==> config.mk <==
export PLATFORM = sky130hd
export DESIGN_NAME = jt12_timer_ctrl
export DESIGN_NICKNAME = d
export VERILOG_FILES = /design/src/rtl/jt12_timer_pkg.sv /design/src/rtl/jt12_busy_cnt.sv /design/src/rtl/jt12_timer_ctrl.sv
export SDC_FILE = /design/constraint.sdc
export NUM_CORES = 1
export LEC_CHECK = 0
export BUFFER_PORTS_ARGS = -buffer_cell sky130_fd_sc_hd__buf_2
export CORE_MARGIN = 2
export CORE_UTILIZATION = 51
export CTS_CLUSTER_DIAMETER = 60
export DETAILED_ROUTE_END_ITERATION = 16
export PLACE_DENSITY = 0.77
export SYNTH_ARGS = -nofsm -noshare
export SYNTH_HDL_FRONTEND = slang
export SYNTH_SLANG_ARGS = --single-unit
==> constraint.sdc <==
create_clock -name clk -period 2.7 [get_ports clk]
set_clock_uncertainty 0.05 [all_clocks]
set_input_delay 0.135 -clock clk [delete_from_list [all_inputs] [get_ports clk]]
set_output_delay 0.135 -clock clk [all_outputs]
set_load 0.05 [all_outputs]
==> src/rtl/jt12_timer_pkg.sv <==
`default_nettype none
// ============================================================================
// Module   : jt12_timer_pkg
// Brief    : Register addresses, CSM mode code and status bit positions for
//            the YM2612 timer register front end.
// Revision : 1.0
// ============================================================================
package jt12_timer_pkg;

    localparam logic [7:0] REG_TA_HI = 8'h24;
    localparam logic [7:0] REG_TA_LO = 8'h25;
    localparam logic [7:0] REG_TB    = 8'h26;
    localparam logic [7:0] REG_TCTL  = 8'h27;

    localparam logic [1:0] CH3_CSM   = 2'b10;

    localparam int STAT_BUSY   = 7;
    localparam int STAT_FLAG_B = 1;
    localparam int STAT_FLAG_A = 0;

    // Field layout of a write to register 0x27
    typedef struct packed {
        logic [1:0] ch3_mode;
        logic       clr_b;
        logic       clr_a;
        logic       irq_b;
        logic       irq_a;
        logic       load_b;
        logic       load_a;
    } tctl_t;

endpackage
`default_nettype wire

==> src/rtl/jt12_busy_cnt.sv <==
`default_nettype none
// ============================================================================
// Module   : jt12_busy_cnt
// Brief    : Write-busy counter: reloads on a data write, counts down on
//            clk_en and reports busy while non-zero.
// Revision : 1.0
// ============================================================================
module jt12_busy_cnt #(
    parameter int BUSY_CYCLES = 32,
    parameter int BCW         = 6
) (
    input  logic clk,
    input  logic rst_n,
    input  logic clk_en,
    input  logic reload,
    output logic busy
);

    localparam logic [BCW-1:0] C_LOAD = BCW'(BUSY_CYCLES);
    localparam logic [BCW-1:0] C_ONE  = BCW'(1);

    logic [BCW-1:0] r_cnt;

    // Reload wins over the tick so a write while busy restarts the full count
    always_ff @(posedge clk or negedge rst_n) begin
        if (!rst_n) begin
            r_cnt <= '0;
        end else if (reload) begin
            r_cnt <= C_LOAD;
        end else if (clk_en && (r_cnt != '0)) begin
            r_cnt <= r_cnt - C_ONE;
        end
    end

    assign busy = (r_cnt != '0);

endmodule
`default_nettype wire

==> src/rtl/jt12_timer_ctrl.sv <==
`default_nettype none
// ============================================================================
// Module   : jt12_timer_ctrl
// Brief    : CPU register front end for the timer pair: decodes 0x24-0x27,
//            drives status byte, busy flag and the CSM key-on for channel 3.
// Revision : 1.0
// ============================================================================
module jt12_timer_ctrl #(
    parameter int BUSY_CYCLES = 32,
    parameter int BCW         = 6
) (
    input  logic       clk,
    input  logic       rst_n,
    input  logic       clk_en,
    input  logic       zero,
    input  logic       cpu_cs_n,
    input  logic       cpu_wr_n,
    input  logic [1:0] cpu_addr,
    input  logic [7:0] cpu_din,
    output logic [7:0] cpu_dout,
    input  logic       flag_A,
    input  logic       flag_B,
    input  logic       overflow_A,
    output logic [9:0] value_A,
    output logic [7:0] value_B,
    output logic       load_A,
    output logic       load_B,
    output logic       enable_irq_A,
    output logic       enable_irq_B,
    output logic       clr_flag_A,
    output logic       clr_flag_B,
    output logic [1:0] ch3_mode,
    output logic       csm_keyon,
    output logic       busy
);
    import jt12_timer_pkg::*;

    logic       w_wr_act;
    logic       w_wr_ev;
    logic       w_addr_wr;
    logic       w_data_wr;
    logic       w_reg_wr;
    logic       r_wr_prev;
    logic [8:0] r_addr;
    tctl_t      w_tctl;

    // A strobe held low over several clocks is a single write
    assign w_wr_act  = !cpu_cs_n && !cpu_wr_n;
    assign w_wr_ev   = w_wr_act && !r_wr_prev;
    assign w_addr_wr = w_wr_ev && !cpu_addr[0];
    assign w_data_wr = w_wr_ev &&  cpu_addr[0];
    assign w_reg_wr  = w_data_wr && !cpu_addr[1] && !r_addr[8];
    assign w_tctl    = tctl_t'(cpu_din);

    always_ff @(posedge clk or negedge rst_n) begin
        if (!rst_n) begin
            r_wr_prev <= 1'b0;
            r_addr    <= '0;
        end else begin
            r_wr_prev <= w_wr_act;
            if (w_addr_wr) begin
                r_addr <= {cpu_addr[1], cpu_din};
            end
        end
    end

    always_ff @(posedge clk or negedge rst_n) begin
        if (!rst_n) begin
            value_A      <= '0;
            value_B      <= '0;
            load_A       <= 1'b0;
            load_B       <= 1'b0;
            enable_irq_A <= 1'b0;
            enable_irq_B <= 1'b0;
            ch3_mode     <= '0;
            clr_flag_A   <= 1'b0;
            clr_flag_B   <= 1'b0;
        end else begin
            clr_flag_A <= 1'b0;
            clr_flag_B <= 1'b0;
            if (w_reg_wr) begin
                case (r_addr[7:0])
                    REG_TA_HI: value_A[9:2] <= cpu_din;
                    REG_TA_LO: value_A[1:0] <= cpu_din[1:0];
                    REG_TB:    value_B      <= cpu_din;
                    REG_TCTL: begin
                        ch3_mode     <= w_tctl.ch3_mode;
                        enable_irq_B <= w_tctl.irq_b;
                        enable_irq_A <= w_tctl.irq_a;
                        load_B       <= w_tctl.load_b;
                        load_A       <= w_tctl.load_a;
                        clr_flag_B   <= w_tctl.clr_b;
                        clr_flag_A   <= w_tctl.clr_a;
                    end
                    default: ;
                endcase
            end
        end
    end

    // Mode compare sees the pre-write ch3_mode when a 0x27 write lands on the same edge
    always_ff @(posedge clk or negedge rst_n) begin
        if (!rst_n) begin
            csm_keyon <= 1'b0;
        end else if (clk_en && zero) begin
            csm_keyon <= overflow_A && (ch3_mode == CH3_CSM);
        end
    end

    jt12_busy_cnt #(
        .BUSY_CYCLES (BUSY_CYCLES),
        .BCW         (BCW)
    ) u_busy_cnt (
        .clk    (clk),
        .rst_n  (rst_n),
        .clk_en (clk_en),
        .reload (w_data_wr),
        .busy   (busy)
    );

    always_comb begin
        cpu_dout              = '0;
        cpu_dout[STAT_BUSY]   = busy;
        cpu_dout[STAT_FLAG_B] = flag_B;
        cpu_dout[STAT_FLAG_A] = flag_A;
    end

endmodule
`default_nettype wire
# Word level (Yosys, flattened, before mapping)

Index checks and enable logic that the tools add are counted.

Register bits after elaboration: 43
Bits in latches: 0
Memory bits (writable): 0
Bits in read-only memories: 0
Output and inout bits: 36
Memories: 0

Add/sub/neg operators: 1
$mul: 0
Divide/modulo/power cells: 0
Magnitude comparators: 0
Equality and inequality tests: 5
Shifts and indexed selects: 0
Multiplexer cells: 6
Bitwise operators: 0
Reduce and logical (&&, ||, !) cells: 21

Operators with widths:

| kind                                                                  | count |
|---|---|
| 8-bit by 6-bit equality test with 1-bit output, second input constant | 4 |
| 6-bit 2-to-1 mux                                                      | 2 |
| 1-bit logical AND                                                     | 9 |
| 2-bit AND reduction                                                   | 4 |
| 1-bit zero test                                                       | 6 |
| 6-bit nonzero test                                                    | 1 |
| 6-bit by 1-bit subtractor with 6-bit output, second input constant    | 1 |
| 1-bit 2-to-1 mux                                                      | 4 |
| 2-bit equality test, second input constant                            | 1 |
| 2-bit nonzero test                                                    | 1 |

# Logic depth before layout (Yosys ltp)

Gate-level depths: netlist (run 1).

Depth in word-level cells: 7
Mapped depth: 6
Mapped depth without buffers: 6

# Modules after synthesis

Synthesis (run 1) repeated with hierarchy kept, for this count alone.

Cell total of the unflattened synthesis: 143
Area total of the unflattened synthesis: 1915.6 sq um

Modules (own cells, without submodules):

| module          | times used | cells an instance | area an instance (sq um) |
|---|---|---|---|
| jt12_timer_ctrl | 1          | 100               | 1537.7 |
| jt12_busy_cnt   | 1          | 43                | 377.9 |

# Least setup slack after synthesis (run 1)

OpenSTA, ideal clock, no wires.

Path type: register -> register
Start point: register u_busy_cnt.r_cnt[0]
End point: register u_busy_cnt.r_cnt[5]
Setup time: 0.136 ns
Arrival: 1.784 ns
Data required time: 2.514 ns
Setup slack: 0.730 ns
Cell stages (with the launch flop): 7
Cell sequence: dfrtp_1 inv_1 ha_1 or4b_1 o211ai_1 nor4_1 or3_2

Longest elaborated chain between the ends: 3
Elaborated cells between the ends (all ways): 6
Those cells by class: 1 x add/sub; 2 x mux; 3 x reduce/logical

Ends and longest elaborated chain:

| item                                                                                     | RTL line                                 | source |
|---|---|---|
| start, declared                                                                          | jt12_busy_cnt.sv:22                      | `logic [BCW-1:0] r_cnt;` |
| start signal, assigned                                                                   | jt12_busy_cnt.sv:31                      | `r_cnt <= r_cnt - C_ONE;` |
| 6-bit by 1-bit subtractor with 6-bit output / 6-bit nonzero test (equally long branches) | jt12_busy_cnt.sv:31, jt12_busy_cnt.sv:30 |  |
| 6-bit 2-to-1 mux / 1-bit logical AND (equally long branches)                             | jt12_busy_cnt.sv:30                      | `end else if (clk_en && (r_cnt != '0)) begin` |
| 6-bit 2-to-1 mux / 2-bit nonzero test (equally long branches)                            | -                                        |  |

Several ways; a longest one is shown, not always the timed one. The select of a mux whose other input is x is not followed.
A chain may end at the register's enable or synchronous reset.

# Final worst setup path (run 1)

Start point: register u_busy_cnt.r_cnt[0]
End point: output port cpu_dout[7]

Longest elaborated chain between the ends: 1

Ends and longest elaborated chain:

| item               | RTL line              | source |
|---|---|---|
| 6-bit nonzero test | jt12_busy_cnt.sv:35   | `assign busy = (r_cnt != '0);` |
| end, declared      | jt12_timer_ctrl.sv:20 | `output logic [7:0] cpu_dout,` |

No other way between the ends.

==> results.cfg, run 1 <==
[power_and_ir_drop]
vdd.ir_drop.worst_mv = 0.3587
power_mw = 1.458
power.density_nw_per_um2 = 640.5
power_leakage_nw = 1.185

[layout]
multiInputGateArea_um2 = 730.7
antenna_cells = 0
fin_util = 0.6667
drive_gt1_frac = 0.4870
register_area_um2 = 1076
fin_area_um2 = 2277
num-fill-cells = 268
final-instance-count-excl-fill = 239
final_nets = 214
syn_to_final_growth_pct = 22.23

[routing]
ant_nets = 0
wl_met3_um = 157
firstDrtPassIters = 4
top_layer = met4
drt-met1-wl_mm = 1.422
drc = 0
met2_length_mm = 1.649
vias = 1191
wl_per_cell_um = 13.59
wl_mm = 3.249
drt_iter0_markers = 63
vias_per_cell = 4.983

[critical_path]
crit_family = simple AND/OR/NAND/NOR gates
cp-end-kind = output pin
r2r_slack_ps = 570
critPathMaxStageDelay_ps = 480
crit_chain = inv_1 > ha_1 > or4b_1 > or2_2 > buf_2
cp.buffers_inverters = 2
critPathRequiredTime_ps = 2520
path_class = reg2out
cp_max_fo = 3
cp_slowest_cell = or4b_1
start_kind = flop
arrival_ps = 2010

[synth]
netlist_instances = 134
yosysTopAreaCell = dfrtp_1
netlist.area_leader.share = 0.5776
synth_seq_cells = 43
synthTopCellsByArea = dfrtp_1, mux2_2, buf_4
syn_area_um2 = 1863
synth.avg_cell_area_um2 = 13.90
yosysSeqAreaShare = 0.5776
synth_warnings = 0
ys_types = 31

[timing]
finalCriticalPeriod_ps = 2195
setup_ws_ps = 505.3
final-setup-viol-count = 0
fmax_ghz = 0.4556
relSlewSlack = 0.3987
grt_setup_unrepaired = false
finalCritPeriodShare = 0.8129
worst_slew_pin_slew_ps = 901.9
whs_ps = 17.96
setup_tns_ps = 0
final-hold-violation-count = 0
slew_viol_final = 0

[grt]
grt_pass1_wl_mm = 5.761
track_usage = 0.1790
grt_max_degree = 44
grt_pass1_vias = 1280
overflow = 0
antenna_found_initial = 0

[die]
initial_core_util = 0.5454
fp.dieW_um = 64.44
die_h_um = 64.44
core_region_area_um2 = 3416
die_area_um2 = 4153
num_rows = 21
ioPinCount = 55

[clock_network]
tritoncts = built
root_buffer = clkbuf_4
clk_latency_ps = 330
cts_buffer_depth = 2
clk_pin_slew_worst_paths_ps = 110
htree_levels = 2
cts_resized = 0
clock_sinks = 43
cts_buffers = 5

[placed_design]
place_area_um2 = 2116
port_buffers = 45
gp_congestion = 0.8063
dp_slack_ps = 590.1
dpl.hpwl_mm = 2.404
placed_cells = 223

[outcome]
outcome = complete, no violations

[flow_run]
maxCapViolCount = 0

[worst_hold_path]
hold_class = in2reg
-- metal layers --
metal,GRT usage,vias up
li1,-,575
met1,0.2186,577
met2,0.3190,36
met3,0.04514,3
met4,0.04255,0
met5,0,-
-- power by group --
group          leakage [nW]  switching (mW)  internal (mW)
Clock                0.0383           0.181          0.191
Sequential            0.569          0.0779          0.720
Combinational         0.577           0.161          0.128
-- final cells by class --
class	count	share of cell area
flip-flops and latches	43	0.4725
multi-input cells	84	0.3209
repair buffers	56	0.1451
well taps	46	0.02527
clock buffers	6	0.01813
clock inverters	1	0.01319
inverters	3	0.004945
-- worst register-to-register path, stage by stage (launching register included) --
cell	delay, ps
dfrtp_1	420
inv_1	90
ha_1	160
or4b_1	480
o211ai_1	320
nor4_1	90
or3_2	410
-- cells by family (layout without fill, tap and decap cells) --
| family | after synthesis | after routing | share of synthesized area |
|---|---|---|---|
| compound gates | 7 | 7 | 0.02620 |
| flops | 43 | 43 | 0.5776 |
| simple gates | 34 | 34 | 0.1283 |
| xor+xnor | 2 | 2 | 0.009404 |
| mux | 34 | 34 | 0.2048 |
| other cells | 1 | 5 | 0.002013 |
| fa+ha+maj | 2 | 2 | 0.01343 |
| buf+inv | 11 | 66 | 0.03828 |
-- synthesized netlist by cell type --
master and number:
a211oi_1 1, a21oi_1 2, and2_1 2, and4bb_2 1, buf_4 8, conb_1 1
dfrtp_1 43, ha_1 2, inv_1 3, mux2_2 33, mux2i_1 1, nand2_1 8
nand4_1 1, nand4_4 1, nor2_1 10, nor3_1 2, nor3_4 1, nor3b_1 1
nor3b_4 1, nor4_1 1, nor4_2 1, nor4b_4 1, o211ai_1 1, o21a_1 1
o31a_1 1, o31ai_1 1, or2_2 1, or3_2 1, or4b_1 1, xnor2_1 1
xor2_1 1
-- state kept, by name, indices dropped and copies added (netlist names), 2 cells and up --
| signal | flops |
|---|---|
| value_A | 10 |
| value_B | 8 |
| u_busy_cnt.r_cnt | 6 |
| r_addr | 9 |
| ch3_mode | 2 |
-- path summary, 6_finish.rpt --
path | depth (start not counted) | endpoint | startpoint
max | 5 | cpu_dout[7] | u_busy_cnt.r_cnt[0]$_DFFE_PN0P_
max reg2reg | 6 | u_busy_cnt.r_cnt[5]$_DFFE_PN0P_ | u_busy_cnt.r_cnt[0]$_DFFE_PN0P_
max in group asynchronous | 2 | ch3_mode[1]$_DFFE_PN0P_ | rst_n
min reg2reg | 2 | csm_keyon$_DFFE_PN0P_ | csm_keyon$_DFFE_PN0P_
min | 2 | clr_flag_A$_DFF_PN0_ | cpu_din[4]
min in group asynchronous | 2 | enable_irq_B$_DFFE_PN0P_ | rst_n
-- layout by cell type (no fill, tap or decap), types with 2 or more instances in the layout --
cell,Yosys,routed
conb_1,1,5
nor3_1,2,2
and2_1,2,2
nor2_1,10,10
nand2_1,8,8
dlygate4sd3_1,0,9
buf_4,8,2
clkbuf_4,0,5
buf_2,0,45
ha_1,2,2
mux2_2,33,33
inv_1,3,3
dfrtp_1,43,43
a21oi_1,2,2
-- repair_timing --
| item | CTS | global route |
|---|---|---|
| hold buffers | 9 | 0 |
| setup buffers | 0 | 0 |
| endpoints found under the hold margin | 52 | 0 |
(Power assumes the default switching activity.)
==> run 2: changes to the inputs <==
--- a/config.mk
+++ b/config.mk
@@ -7,10 +7,10 @@
 export LEC_CHECK = 0
 export BUFFER_PORTS_ARGS = -buffer_cell sky130_fd_sc_hd__buf_2
 export CORE_MARGIN = 2
-export CORE_UTILIZATION = 51
+export CORE_UTILIZATION = 46
 export CTS_CLUSTER_DIAMETER = 60
 export DETAILED_ROUTE_END_ITERATION = 16
-export PLACE_DENSITY = 0.77
+export PLACE_DENSITY = 0.73
 export SYNTH_ARGS = -nofsm -noshare
 export SYNTH_HDL_FRONTEND = slang
 export SYNTH_SLANG_ARGS = --single-unit
==> constraint.sdc (replaced) <==
create_clock -name clk -period 1.8 [get_ports clk]
set_clock_uncertainty 0.05 [all_clocks]
set_input_delay 0.09 -clock clk [delete_from_list [all_inputs] [get_ports clk]]
set_output_delay 0.09 -clock clk [all_outputs]
set_load 0.05 [all_outputs]
==> results.cfg, run 2 (synthesis results as in run 1) <==
[critical_path]
reg2reg_from = u_busy_cnt.r_cnt[1]$_DFFE_PN0P_
critPathMaxStageDelay_ps = 470
worstSetupStartpoint = u_busy_cnt.r_cnt[1]$_DFFE_PN0P_
critPathRequiredTime_ps = 1930
arrival_ps = 2240
cp.buffers_inverters = 2
cp-end-kind = flop
cp_slowest_cell = or4b_4
path_class = reg2reg
crit_family = simple AND/OR/NAND/NOR gates
crit_chain = inv_2 > ha_4 > or4b_4 > buf_6 > o211ai_1 > nor4_2 > or3_4
start_kind = flop
cp_max_fo = 2

[die]
die_h_um = 67.64
die_area_um2 = 4575
initial_core_util = 0.4725
fp.dieW_um = 67.64
core_region_area_um2 = 3943
ioPinCount = 55
num_rows = 23

[routing]
wl_per_cell_um = 15.94
vias_per_cell = 5.053
firstDrtPassIters = 4
vias = 1344
wl_mm = 4.239
drc = 0
drt_iter0_markers = 59
ant_nets = 0

[placed_design]
dpl.hpwl_mm = 2.889
gp_congestion = 0.7801
port_buffers = 45
placed_cells = 245
dp_slack_ps = -163.6

[grt]
overflow = 0
grt_max_degree = 26
track_usage = 0.2085
grt_pass1_wl_mm = 6.734
antenna_found_initial = 0
grt_pass1_vias = 1396

[layout]
top_regs = value_A (10), r_addr (9), value_B (8)
final_nets = 236
antenna_cells = 0
drive_gt1_frac = 0.6111
syn_to_final_growth_pct = 42.24
largest_reg_flops = 10
layout_common_cells = dfrtp_1, buf_2, mux2_4, buf_4, mux2_2
final-instance-count-excl-fill = 266
top_register = value_A

[power_and_ir_drop]
vdd.ir_drop.worst_mv = 0.4761
power.density_nw_per_um2 = 985.5
power_leakage_nw = 1.358

[clock_network]
clock_sinks = 43
clk_latency_ps = 290
cts_buffers = 5
cts_buffer_depth = 2
root_buffer = clkbuf_8
clk_pin_slew_worst_paths_ps = 70
tritoncts = built
htree_levels = 2

[outcome]
violations = negative setup slack
outcome = finished, violations left

[timing]
grt_setup_unrepaired = true
finalCriticalPeriod_ps = 2111
final-setup-viol-count = 23
finalCritPeriodShare = 1.173
slew_viol_final = 0
fmax_ghz = 0.4738
setup_ws_ps = -310.7
final-hold-violation-count = 0

[worst_hold_path]
hold_class = in2reg
min_from = zero

[flow_run]
maxCapViolCount = 0
## run 2: cell count changes in the layout (fill, tap and decap cells not counted), moves of 4 or more
cell           change
buf_4             +16
buf_6             +10
clkbuf_4           -5
clkbuf_8           +5
dlygate4sd3_1      -4
mux2_2            -18
mux2_4            +18
## run 2: final cells by class
type                       instances  area, um^2
clock buffer                       7       76.32
clock inverter                     1       5.005
fill                             294        1292
inverter                           3       11.26
multi-input combinational         84       875.8
sequential                        43        1076
tap                               50       62.56
timing repair buffer              78       543.0
## run 2: worst paths after layout
check	to	slack (ps)	depth (start not counted)
max	u_busy_cnt.r_cnt[5]$_DFFE_PN0P_	-310	7
min	csm_keyon$_DFFE_PN0P_	10	3
max reg2reg	u_busy_cnt.r_cnt[5]$_DFFE_PN0P_	-310	7
min reg2reg	csm_keyon$_DFFE_PN0P_	430	2
max in group asynchronous	value_A[2]$_DFFE_PN0P_	820	3
min in group asynchronous	u_busy_cnt.r_cnt[5]$_DFFE_PN0P_	220	2
## run 2: worst register-to-register path: cells and delay by family, from the launching register on
kind / cells / cell delay [ps]
buffers and inverters: 2 / 220
adder cells (fa/ha/maj): 1 / 140
AO/OA/AOI/OAI: 1 / 280
flip-flops: 1 / 400
AND/OR/NAND/NOR: 3 / 910
## run 2: report_power, final
| group | switching (mW) | total (mW) | leakage, nW | internal (mW) |
|---|---|---|---|---|
| combinational | 0.392 | 0.842 | 0.747 | 0.450 |
| clock | 0.298 | 0.570 | 0.0422 | 0.272 |
| sequential | 0.119 | 1.20 | 0.569 | 1.08 |
| total | 0.809 | 2.61 | 1.36 | 1.80 |
## run 2: metal layers
| metal | GRT usage | up-vias | share of wire |
|---|---|---|---|
| li1 | - | 620 | - |
| met1 | 0.2384 | 666 | 0.39 |
| met2 | 0.3468 | 45 | 0.53 |
| met3 | 0.06167 | 13 | 0.048 |
| met4 | 0.1173 | 0 | 0.035 |
| met5 | 0 | - | 0 |
## run 2: what timing repair did
| action | in CTS | in global routing |
|---|---|---|
| hold buffers | 4 | 1 |
| buffers inserted | 5 | 3 |
| hold endpoints to repair | 20 | 1 |
| pin swaps | 5 | 8 |
| endpoints found under the setup margin | 22 | 29 |
| gates resized for setup | 34 | 9 |
## run 2: stage by stage
step / cell area [um^2] / utilization / hold slack, ps / total power, mW / TNS [ps]
after global placement: 2285 / 0.5795 / -10.82 / 1.734 / -146.8
after CTS: 2577 / 0.6538 / 2.096 / 2.496 / -2152
after floorplan: 1907 / - / -255.6 / 1.552 / -2328
after global routing: 2650 / 0.6722 / 17.46 / 2.749 / -3277
after detailed placement: 2285 / 0.5795 / -9.171 / 1.779 / -950.1
final: 2650 / 0.6722 / 12.50 / 2.612 / -1766
